File: config.mk
export PLATFORM = sky130hd
export DESIGN_NAME = pixel_burst_writer
export DESIGN_NICKNAME = d
export VERILOG_FILES = /design/src/rtl/render_pkg.sv /design/src/rtl/pixel_burst_writer_edge_pulse.sv /design/src/rtl/pixel_burst_writer.sv
export SDC_FILE = /design/constraint.sdc
export NUM_CORES = 1
export LEC_CHECK = 0
export BUFFER_PORTS_ARGS = -buffer_cell sky130_fd_sc_hd__buf_2
export CAP_MARGIN = 20
export CELL_PAD_IN_SITES_DETAIL_PLACEMENT = 0
export CELL_PAD_IN_SITES_GLOBAL_PLACEMENT = 1
export CORE_MARGIN = 2
export CORE_UTILIZATION = 39
export CTS_BUF_LIST = sky130_fd_sc_hd__clkbuf_2
export CTS_CLUSTER_DIAMETER = 150
export DETAILED_ROUTE_END_ITERATION = 10
export PLACE_DENSITY_LB_ADDON = 0.1
export REMOVE_ABC_BUFFERS = 1
export SLEW_MARGIN = 10
export SYNTH_ARGS = -nofsm -noshare
export SYNTH_HDL_FRONTEND = slang
export SYNTH_SLANG_ARGS = --single-unit
File: constraint.sdc
create_clock -name clk100 -period 7.8 [get_ports clk100]
set_clock_uncertainty 0.05 [all_clocks]
set_input_delay 1.56 -clock clk100 [delete_from_list [all_inputs] [get_ports clk100]]
set_output_delay 1.56 -clock clk100 [all_outputs]
set_load 0.03 [all_outputs]
File: src/rtl/render_pkg.sv
// render_pkg: shared writer state, AXI field
// constants and framebuffer geometry.
package render_pkg;

    typedef enum logic [2:0] {
        IDLE,
        AW,
        W,
        B,
        DONE
    } wr_state_t;

    localparam logic [1:0] BURST_INCR = 2'b01;
    localparam logic [2:0] SIZE_4B    = 3'b010;
    localparam logic [1:0] RESP_OKAY  = 2'b00;

    localparam int PIXEL_BYTES = 4;
    localparam int PAGE_BYTES  = 4096;

endpackage

File: src/rtl/pixel_burst_writer_edge_pulse.sv
// edge_pulse: two-flop rising-edge detector,
// one-cycle pulse per low-to-high input change.
module edge_pulse (
    input  logic clk100,
    input  logic resetn,
    input  logic d,
    output logic pulse
);

    logic ff;
    logic ff2;

    // sample the level twice; pulse on new high
    always_ff @(posedge clk100) begin
        if (!resetn) begin
            ff  <= 1'b0;
            ff2 <= 1'b0;
        end else begin
            ff  <= d;
            ff2 <= ff;
        end
    end

    assign pulse = ff & ~ff2;

endmodule

File: src/rtl/pixel_burst_writer.sv
// pixel_burst_writer: turns a pixel-run request
// into one or two AXI4 INCR write bursts.
module pixel_burst_writer
    import render_pkg::*;
#(
    parameter int          burst_len = 16,
    parameter logic [31:0] FB_BASE   = 32'h0000_0000
) (
    input  logic        clk100,
    input  logic        resetn,
    input  logic        txn_init,
    output logic        txn_done,
    input  logic [31:0] offset_addr,
    input  logic [11:0] color,
    input  logic [31:0] pixel_count,
    output logic        busy,
    output logic        err,
    output logic [31:0] m_axi_awaddr,
    output logic [7:0]  m_axi_awlen,
    output logic [2:0]  m_axi_awsize,
    output logic [1:0]  m_axi_awburst,
    output logic        m_axi_awvalid,
    input  logic        m_axi_awready,
    output logic [31:0] m_axi_wdata,
    output logic [3:0]  m_axi_wstrb,
    output logic        m_axi_wlast,
    output logic        m_axi_wvalid,
    input  logic        m_axi_wready,
    input  logic [1:0]  m_axi_bresp,
    input  logic        m_axi_bvalid,
    output logic        m_axi_bready
);

    localparam logic [31:0] BL32 = 32'(burst_len);

    wr_state_t   state;
    wr_state_t   state_nx;
    logic        pulse;
    logic [7:0]  beat;
    logic [8:0]  rem;
    logic        over_c;
    logic [8:0]  cnt_c;
    logic [31:0] addr_c;
    logic [10:0] room_c;
    logic [8:0]  first_c;

    edge_pulse u_edge (
        .clk100 (clk100),
        .resetn (resetn),
        .d      (txn_init),
        .pulse  (pulse)
    );

    assign m_axi_awsize  = SIZE_4B;
    assign m_axi_awburst = BURST_INCR;
    assign m_axi_wstrb   = 4'hF;

    // clamp the run and size the first burst to the page end
    always_comb begin
        over_c  = pixel_count > BL32;
        cnt_c   = over_c ? BL32[8:0] : pixel_count[8:0];
        addr_c  = FB_BASE + (offset_addr << 2);
        room_c  = 11'((13'(PAGE_BYTES) - {1'b0, addr_c[11:0]}) >> 2);
        first_c = ({2'b00, cnt_c} < room_c) ? cnt_c : room_c[8:0];
    end

    // state register
    always_ff @(posedge clk100) begin
        if (!resetn) begin
            state <= IDLE;
        end else begin
            state <= state_nx;
        end
    end

    // next state and handshake outputs
    always_comb begin
        state_nx      = state;
        m_axi_awvalid = 1'b0;
        m_axi_wvalid  = 1'b0;
        m_axi_wlast   = 1'b0;
        m_axi_bready  = 1'b0;
        txn_done      = 1'b0;
        busy          = 1'b1;
        unique case (state)
            IDLE: begin
                busy = 1'b0;
                if (pulse) begin
                    state_nx = (cnt_c == 9'd0) ? DONE : AW;
                end
            end
            AW: begin
                m_axi_awvalid = 1'b1;
                if (m_axi_awready) begin
                    state_nx = W;
                end
            end
            W: begin
                m_axi_wvalid = 1'b1;
                m_axi_wlast  = (beat == m_axi_awlen);
                if (m_axi_wready && m_axi_wlast) begin
                    state_nx = B;
                end
            end
            B: begin
                m_axi_bready = 1'b1;
                if (m_axi_bvalid) begin
                    state_nx = (rem != 9'd0) ? AW : DONE;
                end
            end
            DONE: begin
                txn_done = 1'b1;
                state_nx = IDLE;
            end
            default: begin
                state_nx = IDLE;
            end
        endcase
    end

    // request capture, beat counting, second burst, sticky error
    always_ff @(posedge clk100) begin
        if (!resetn) begin
            m_axi_awaddr <= 32'd0;
            m_axi_awlen  <= 8'd0;
            m_axi_wdata  <= 32'd0;
            beat         <= 8'd0;
            rem          <= 9'd0;
            err          <= 1'b0;
        end else begin
            unique case (state)
                IDLE: begin
                    if (pulse) begin
                        m_axi_awaddr <= addr_c;
                        m_axi_awlen  <= (first_c == 9'd0) ? 8'd0
                                      : 8'(first_c - 9'd1);
                        m_axi_wdata  <= {20'd0, color};
                        rem          <= cnt_c - first_c;
                        beat         <= 8'd0;
                        if (over_c) begin
                            err <= 1'b1;
                        end
                    end
                end
                W: begin
                    if (m_axi_wready) begin
                        beat <= beat + 8'd1;
                    end
                end
                B: begin
                    if (m_axi_bvalid) begin
                        beat <= 8'd0;
                        if (m_axi_bresp != RESP_OKAY) begin
                            err <= 1'b1;
                        end
                        if (rem != 9'd0) begin
                            m_axi_awaddr <= m_axi_awaddr
                                + ((32'(m_axi_awlen) + 32'd1) << 2);
                            m_axi_awlen  <= 8'(rem - 9'd1);
                            rem          <= 9'd0;
                        end
                    end
                end
                default: begin
                end
            endcase
        end
    end

endmodule

==> results of run 1 <==
## registers in the layout, summed over array words and instances (netlist names)
register,flops
m_axi_awaddr,30
m_axi_wdata,12
err,1
state,3
rem,9
m_axi_awlen,8
beat,8
u_edge.ff,1
u_edge.ff2,1
## cell type report
class | count | area [um2] | share of cell area
Multi-Input combinational cell | 588 | 3830 | 0.582
Sequential cell | 73 | 1460 | 0.222
Clock buffer | 10 | 50.0 | 0.00760
Tap cell | 180 | 225 | 0.0342
Inverter | 30 | 113 | 0.0171
Timing Repair Buffer | 147 | 763 | 0.116
Antenna cell | 2 | 5.00 | 0.000760
Clock inverter | 6 | 138 | 0.0209
## through the flow
stage / hold WS (ns) / total power [mW] / util / setup slack, ns
after detailed placement: 0.405 / 1.39 / 0.456 / 1.12
after global placement: 0.387 / 1.37 / 0.456 / 1.31
final: 0.425 / 1.71 / 0.471 / 1.74
after floorplan: 0.371 / 1.12 / - / 1.81
after CTS: 0.431 / 1.72 / 0.469 / 1.74
after global routing: 0.463 / 1.82 / 0.470 / 1.21
## cells by family after synthesis
group                    Yosys count  synth area share
AO/OA/AOI/OAI                    196             0.245
flip-flops                        73             0.259
multiplexers                       7            0.0133
adder cells (fa/ha/maj)           33            0.0759
other                              2           0.00133
XOR/XNOR                          44            0.0697
buffers and inverters             95            0.0861
AND/OR/NAND/NOR                  270             0.249
## metal layers
metal  wire length, um  GRT usage  share of wire
met3               788     0.0366          0.046
met5                 0          0              0
met2              8240      0.371           0.48
met4               210     0.0668          0.012
met1              8010      0.288           0.46
## critical path: cells and delay by family
kind	cells	cell delay (ns)
AOI/OAI and AO/OA	8	1.77
and+or+nand+nor	4	0.89
adders and majority gates	3	0.88
xor gates and xnor gates	2	0.51
muxes	1	0.44
buffers and inverters	3	0.41
## synth_stat cells (4+ instances only)
master	number	area, um2
nor2_1	39	146
o22ai_1	6	37.5
or3_1	13	81.3
dfxtp_1	73	1460
xnor2_1	31	272
nand4_1	14	87.6
o211ai_1	8	60.1
clkbuf_1	28	105
buf_2	4	20.0
o31ai_1	5	37.5
ha_1	31	388
a311oi_1	7	61.3
a22oi_1	6	45.0
nor2b_1	8	50.1
and2_1	13	81.3
a31oi_1	7	43.8
mux2i_1	5	50.1
xor2_1	12	105
o221a_2	4	45.0
inv_1	29	109
o211a_1	5	50.1
a21oi_1	26	130
nand2_1	79	297
a211oi_1	20	150
buf_4	31	233
nor3b_1	6	45.0
nand3_1	21	105
nor4_1	13	81.3
and4_1	5	43.8
and3_1	14	87.6
a21o_1	6	45.0
nand2b_1	6	37.5
o21ai_0	43	215
o21a_1	4	30.0
o31a_1	5	43.8
a21boi_0	18	135
a41oi_1	4	35.0
nor3_1	22	110
## worst max path at each step
stage,cells past startpoint,start,end
floorplan,20,offset_addr[0],rem[8]
global placement,21,offset_addr[0],rem[8]
detailed placement,21,offset_addr[0],rem[8]
CTS,21,offset_addr[0],rem[8]
global route,21,offset_addr[0],rem[8]
finish,21,offset_addr[0],rem[8]
## power by group through the flow
| stage | sequential [mW] | combinational (mW) | clock, mW |
|---|---|---|---|
| 2_1_floorplan | 0.680 | 0.437 | 0 |
| 3_3_place_gp | 0.567 | 0.800 | 0 |
| 3_5_place_dp | 0.573 | 0.813 | 0 |
| 4_1_cts | 0.564 | 0.818 | 0.334 |
| 5_1_grt | 0.581 | 0.895 | 0.349 |
| 6_report | 0.564 | 0.816 | 0.326 |
==> run_results.csv, run 1 <==
group,metric,value,unit
floorplanning,start_util,0.403,
clock_tree,cts_tree,"built",
synth,syn_inst,720,
detailed_routing,ant_nets,0,
worst_setup_path,worstSetupPathType,"in2reg",
timing,drv_slew,0,
place,placed_cells,1017,
detailed_routing,drtPass1Iterations,5,
synth,async_flop_share,0,
worst_setup_path,r2r_slack,4.02,ns
cells_and_area,area_growth,16.8,%
detailed_routing,drt_wl_total,17200,um
power,p_seq_frac,0.331,
clock_tree,cts_resized,0,
clock_tree,insertion_delay,0.56,ns
synth,synth_edf_count,0,
timing,maxSlewHeadroom,0.308,
grt,grt_pass1_wl,28000,um
timing,finalCritPeriodShare,0.777,
timing,tightest_slew,1.03,ns
worst_setup_path,reg2reg_from,"m_axi_awlen[0]",
detailed_routing,drt-vias-per-instance,5.56,
synth,synthFlopType,"dfxtp_1",
synth,ys_ff_latch,73,
power,vdd_ir_drop_max,0.0961,mV
power,p_int,0.912,mW
timing,min_period,6.06,ns
clock_tree,clock_sinks,73,
place,portBuffers,138,
worst_setup_path,path_cells,"buf_2 -> inv_1 -> ha_1 -> or4b_4 -> nor4_1 -> xor2_1 -> ha_1 -> nand2_1 -> a211oi_1 -> a211oi_1 -> a211oi_4 -> mux2i_1 -> inv_1 -> fa_1 -> nor2b_1 -> o21ai_0 -> a21boi_0 -> o21ai_0 -> a21oi_1 -> xnor2_1 -> a32o_1",
cells_and_area,drive_gt1_frac,0.213,
place,hpwl,12700,um
power,switchingPower,0.794,mW
grt,grt_max_degree,74,
clock_tree,cts_setup_buffers,0,
worst_hold_path,min_to,"m_axi_wdata[4]",
floorplanning,ios,172,
grt,grt_pass1_vias,5446,
synth,ys.warnings.count,0,
clock_tree,path_clk_slew,0.21,ns
worst_setup_path,crit_path_max_incr_delay,0.48,ns
worst_setup_path,endpoint_kind,"flip-flop",
place,dpl-instance-area,6380,um2
detailed_routing,drcViolationCount,0,
floorplanning,core_area,14000,um2
worst_setup_path,r2r-end,"m_axi_awaddr[17]",
floorplanning,die_area,15400,um2
clock_tree,cts_buffers,9,
grt,overflow,0,
worst_hold_path,hold_class,"reg2reg",
power,switching_share,0.465,
synth,synth_cell_types,72,
clock_tree,htreeDepth,3,
grt,track_usage,0.220,
synth,synthesis.area,5640,um2
worst_setup_path,worst_r2r_path_depth,12,
synth,yosysSeqAreaShare,0.259,
run_status,status,"complete, no violations",
power,p_leak,2.91,nW
cells_and_area,final_common_cell,"buf_2",
timing,finalHoldViolCount,0,
detailed_routing,vias,5761,
detailed_routing,drt_first_iter_violations,383,
floorplanning,row_count,43,
worst_setup_path,arrival,6.47,ns
clock_tree,clockBufferDepth,2,
power,pwr-share-comb,0.478,
floorplanning,die_h,124,um
cells_and_area,num-fill-cells,1447,
floorplanning,die-width,124,um
timing,setup_viol_count_final,0,
timing,rsz0062_at_grt,"no",
place,place_congestion,0.889,
clock_tree,cts_hold_buf,0,
worst_hold_path,worstHoldStart,"m_axi_wdata[4]",
timing,max_freq,165,MHz
power,power_density,259,nW/um2
worst_setup_path,cp_slowest_cell,"or4b_4",
timing,fin_tns_setup,0,ns
grt,grt_antenna_before_repair,2,
job,maxCapViolCount,0,
cells_and_area,fin_area,6580,um2
clock_tree,ctsRootBufferMaster,"clkbuf_2",
worst_hold_path,whs_path_depth,2,
cells_and_area,final_cell_mix,"138 x buf_2, 79 x nand2_1, 73 x dfxtp_1",
worst_setup_path,required,8.21,ns
worst_setup_path,path_max_fanout,7,
worst_setup_path,worstSetupStartpointType,"primary input",
power,clkPwrFrac,0.191,
cells_and_area,finalNonFillerCells,1036,
detailed_routing,wire_per_inst,16.6,um
cells_and_area,nNetsFinal,966,
synth,avgSynthCellArea,7.83,um2
Note: power is estimated with default switching activity, not from simulation.
==> inputs of run 2 (changes only) <==
--- a/config.mk
+++ b/config.mk
@@ -5,12 +5,13 @@
 export SDC_FILE = /design/constraint.sdc
 export NUM_CORES = 1
 export LEC_CHECK = 0
+export ABC_AREA = 1
 export BUFFER_PORTS_ARGS = -buffer_cell sky130_fd_sc_hd__buf_2
 export CAP_MARGIN = 20
 export CELL_PAD_IN_SITES_DETAIL_PLACEMENT = 0
 export CELL_PAD_IN_SITES_GLOBAL_PLACEMENT = 1
 export CORE_MARGIN = 2
-export CORE_UTILIZATION = 39
+export CORE_UTILIZATION = 33
 export CTS_BUF_LIST = sky130_fd_sc_hd__clkbuf_2
 export CTS_CLUSTER_DIAMETER = 150
 export DETAILED_ROUTE_END_ITERATION = 10
==> constraint.sdc (replaced) <==
create_clock -name clk100 -period 5 [get_ports clk100]
set_clock_uncertainty 0.05 [all_clocks]
set_input_delay 1 -clock clk100 [delete_from_list [all_inputs] [get_ports clk100]]
set_output_delay 1 -clock clk100 [all_outputs]
set_load 0.03 [all_outputs]
==> run 2 against run 1 <==
Effect of this change: sequential power increased by 90%; non-clock buffer count up 2; cell area is 4.2% higher; worst hold slack got worse by 0.032 ns; register-to-register slack worse by 2.6 ns; routed wire length increased by 3.1%; largest cell class unchanged.
==> run_results.csv, run 2 <==
group,metric,value,unit
synth,avgSynthCellArea,6.43,um2
cells_and_area,largest_register_ff_count,30,
worst_setup_path,arrival,4.81,ns
timing,finalHoldViolCount,0,
cells_and_area,area_growth,17.2,%
grt,grt_pass1_wl,28600,um
timing,min_period,4.32,ns
worst_setup_path,path_max_fanout,7,
cells_and_area,nNetsFinal,1170,
timing,drv_slew,0,
worst_setup_path,cp_slowest_cell,"fa_1",
floorplanning,ios,172,
grt,overflow,0,
synth,synthTopCellsByCount,"176 x nand2_1, 125 x nor2_1, 102 x inv_1",
worst_setup_path,worst_r2r_path_depth,19,
cells_and_area,final_cell_mix,"176 x nand2_1, 138 x buf_2, 125 x nor2_1",
clock_tree,cts_hold_buf,0,
worst_setup_path,worstSetupStartpointType,"primary input",
timing,max_freq,231,MHz
timing,finalCritPeriodShare,0.865,
floorplanning,die-width,137,um
detailed_routing,drtPass1Iterations,4,
clock_tree,clock_sinks,73,
clock_tree,cts_tree,"built",
cells_and_area,final_common_cell,"nand2_1",
floorplanning,row_count,48,
cells_and_area,num-fill-cells,1946,
clock_tree,insertion_delay,0.59,ns
timing,tightest_slew,0.776,ns
synth,yosysTopAreaCellShare,0.250,
clock_tree,cts_setup_buffers,0,
synth,syn_inst,911,
cells_and_area,fin_area,6860,um2
clock_tree,path_clk_slew,0.24,ns
synth,synth_area_leaders,"dfxtp_1 25%, nand2_1 11%, nor2_1 8.0%",
power,vdd_ir_drop_max,0.197,mV
worst_setup_path,crit_path_max_incr_delay,0.38,ns
run_status,status,"complete, no violations",
cells_and_area,top_register,"m_axi_awaddr",
grt,grt_pass1_vias,5603,
synth,synth_top_area_cell,"dfxtp_1",
detailed_routing,drt_wl_total,17800,um
cells_and_area,drive_gt1_frac,0.202,
timing,setup_viol_count_final,0,
grt,grt_antenna_before_repair,1,
synth,async_flop_share,0,
grt,grt_max_degree,54,
synth,yosysSeqAreaShare,0.250,
job,maxCapViolCount,0,
timing,fin_tns_setup,0,ns
floorplanning,core_area,17300,um2
synth,synthFlopType,"dfxtp_1",
power,total_power,3.54,mW
place,place_congestion,0.822,
floorplanning,start_util,0.339,
synth,synthesis.area,5860,um2
place,hpwl,13600,um
synth,ys_ff_latch,73,
worst_setup_path,crit_top_cell,"nor2_1",
clock_tree,cts_buffers,9,
clock_tree,cts_resized,0,
detailed_routing,ant_nets,0,
detailed_routing,vias,6065,
worst_setup_path,required,5.49,ns
cells_and_area,utilization,0.397,
worst_hold_path,hold_class,"reg2reg",
clock_tree,clockBufferDepth,2,
synth,ys.warnings.count,0,
floorplanning,die_h,137,um
timing,fin_hold_ws,0.393,ns
cells_and_area,largestRegisters,"m_axi_awaddr: 30 flops, m_axi_wdata: 12 flops, rem: 9 flops",
synth,synth_cell_types,52,
clock_tree,htreeDepth,3,
timing,rsz0062_at_grt,"no",
power,power_density,516,nW/um2
detailed_routing,drt_first_iter_violations,280,
detailed_routing,drt-vias-per-instance,4.72,
power,p_leak,3.28,nW
worst_hold_path,whs_path_depth,2,
floorplanning,die_area,18800,um2
worst_setup_path,endpoint_kind,"flip-flop",
clock_tree,ctsRootBufferMaster,"clkbuf_2",
detailed_routing,wire_per_inst,13.8,um
place,portBuffers,138,
grt,track_usage,0.195,
place,dpl-instance-area,6710,um2
synth,synth_edf_count,0,
worst_setup_path,worstSetupPathType,"in2reg",
synth,synth_most_common_cell,"nand2_1",
timing,maxSlewHeadroom,0.483,
detailed_routing,drcViolationCount,0,
-- run 2: cell count changes after synthesis, sizes merged, moves of 12 or more --
cell | previous run | this run
xnor2 | 32 | 11
clkbuf | 28 | 16
or3 | 14 | 1
nand3 | 21 | 46
nor2 | 39 | 133
a211oi | 21 | 5
nand2 | 79 | 194
and3 | 14 | 1
a21oi | 26 | 89
o21ai | 43 | 65
inv | 29 | 107
a21boi | 18 | 0
and2 | 13 | 1
-- run 2: path summary, 6_finish.rpt --
| check | end | from | slack, ns |
|---|---|---|---|
| setup reg to reg | m_axi_awaddr[29] | m_axi_awlen[0] | 1.46 |
| setup / recovery | rem[8] | offset_addr[0] | 0.68 |
| hold / removal | u_edge.ff2 | u_edge.ff | 0.39 |
| hold reg to reg | u_edge.ff2 | u_edge.ff | 0.39 |
-- run 2: layout make-up --
| class | instances | area, um2 | area share |
|---|---|---|---|
| antenna | 1 | 2.50 | 0.000365 |
| clock buffer | 9 | 45.0 | 0.00657 |
| clock inverter | 7 | 93.8 | 0.0137 |
| inverter | 108 | 405 | 0.0591 |
| multi-input combinational | 712 | 3800 | 0.554 |
| sequential | 73 | 1460 | 0.213 |
| tap | 225 | 282 | 0.0410 |
| timing repair buffer | 149 | 773 | 0.113 |
-- run 2: cells by family (layout without fill, tap and decap cells) --
family | after synthesis | count (layout) | share of synthesized area
compound gates | 188 | 188 | 0.183
xor+xnor | 26 | 26 | 0.0389
fa+ha+maj | 33 | 33 | 0.0731
buf+inv | 162 | 273 | 0.125
flops | 73 | 73 | 0.250
other cells | 2 | 39 | 0.00128
simple gates | 427 | 427 | 0.329
-- run 2: stage by stage --
step	worst slack [ns]	instances
2_1_floorplan	0.477	893
3_3_place_gp	0.0669	1266
3_5_place_dp	0.00756	1266
4_1_cts	0.667	1282
5_1_grt	0.160	1284
6_report	0.677	1284
-- run 2: critical path, delay by kind of cell --
family / cells / cell delay, ns
and+or+nand+nor: 19 / 1.88
adders and majority gates: 4 / 0.97
AOI/OAI and AO/OA: 4 / 0.44
buffers and inverters: 3 / 0.26
xor gates and xnor gates: 1 / 0.25
-- run 2: layer usage --
layer / global-route usage / share of wire / vias up
met2: 0.318 / 0.46 / 143
met5: 0 / 0 / -
met1: 0.265 / 0.48 / 2694
met3: 0.0309 / 0.045 / 18
met4: 0.0556 / 0.013 / 0
li1: - / - / 3210
-- run 2: power by group --
part           switching [mW]  total (mW)  internal [mW]
sequential              0.271        1.07          0.802
combinational            1.41        2.05          0.637
clock                   0.252       0.416          0.165
total                    1.93        3.54           1.60
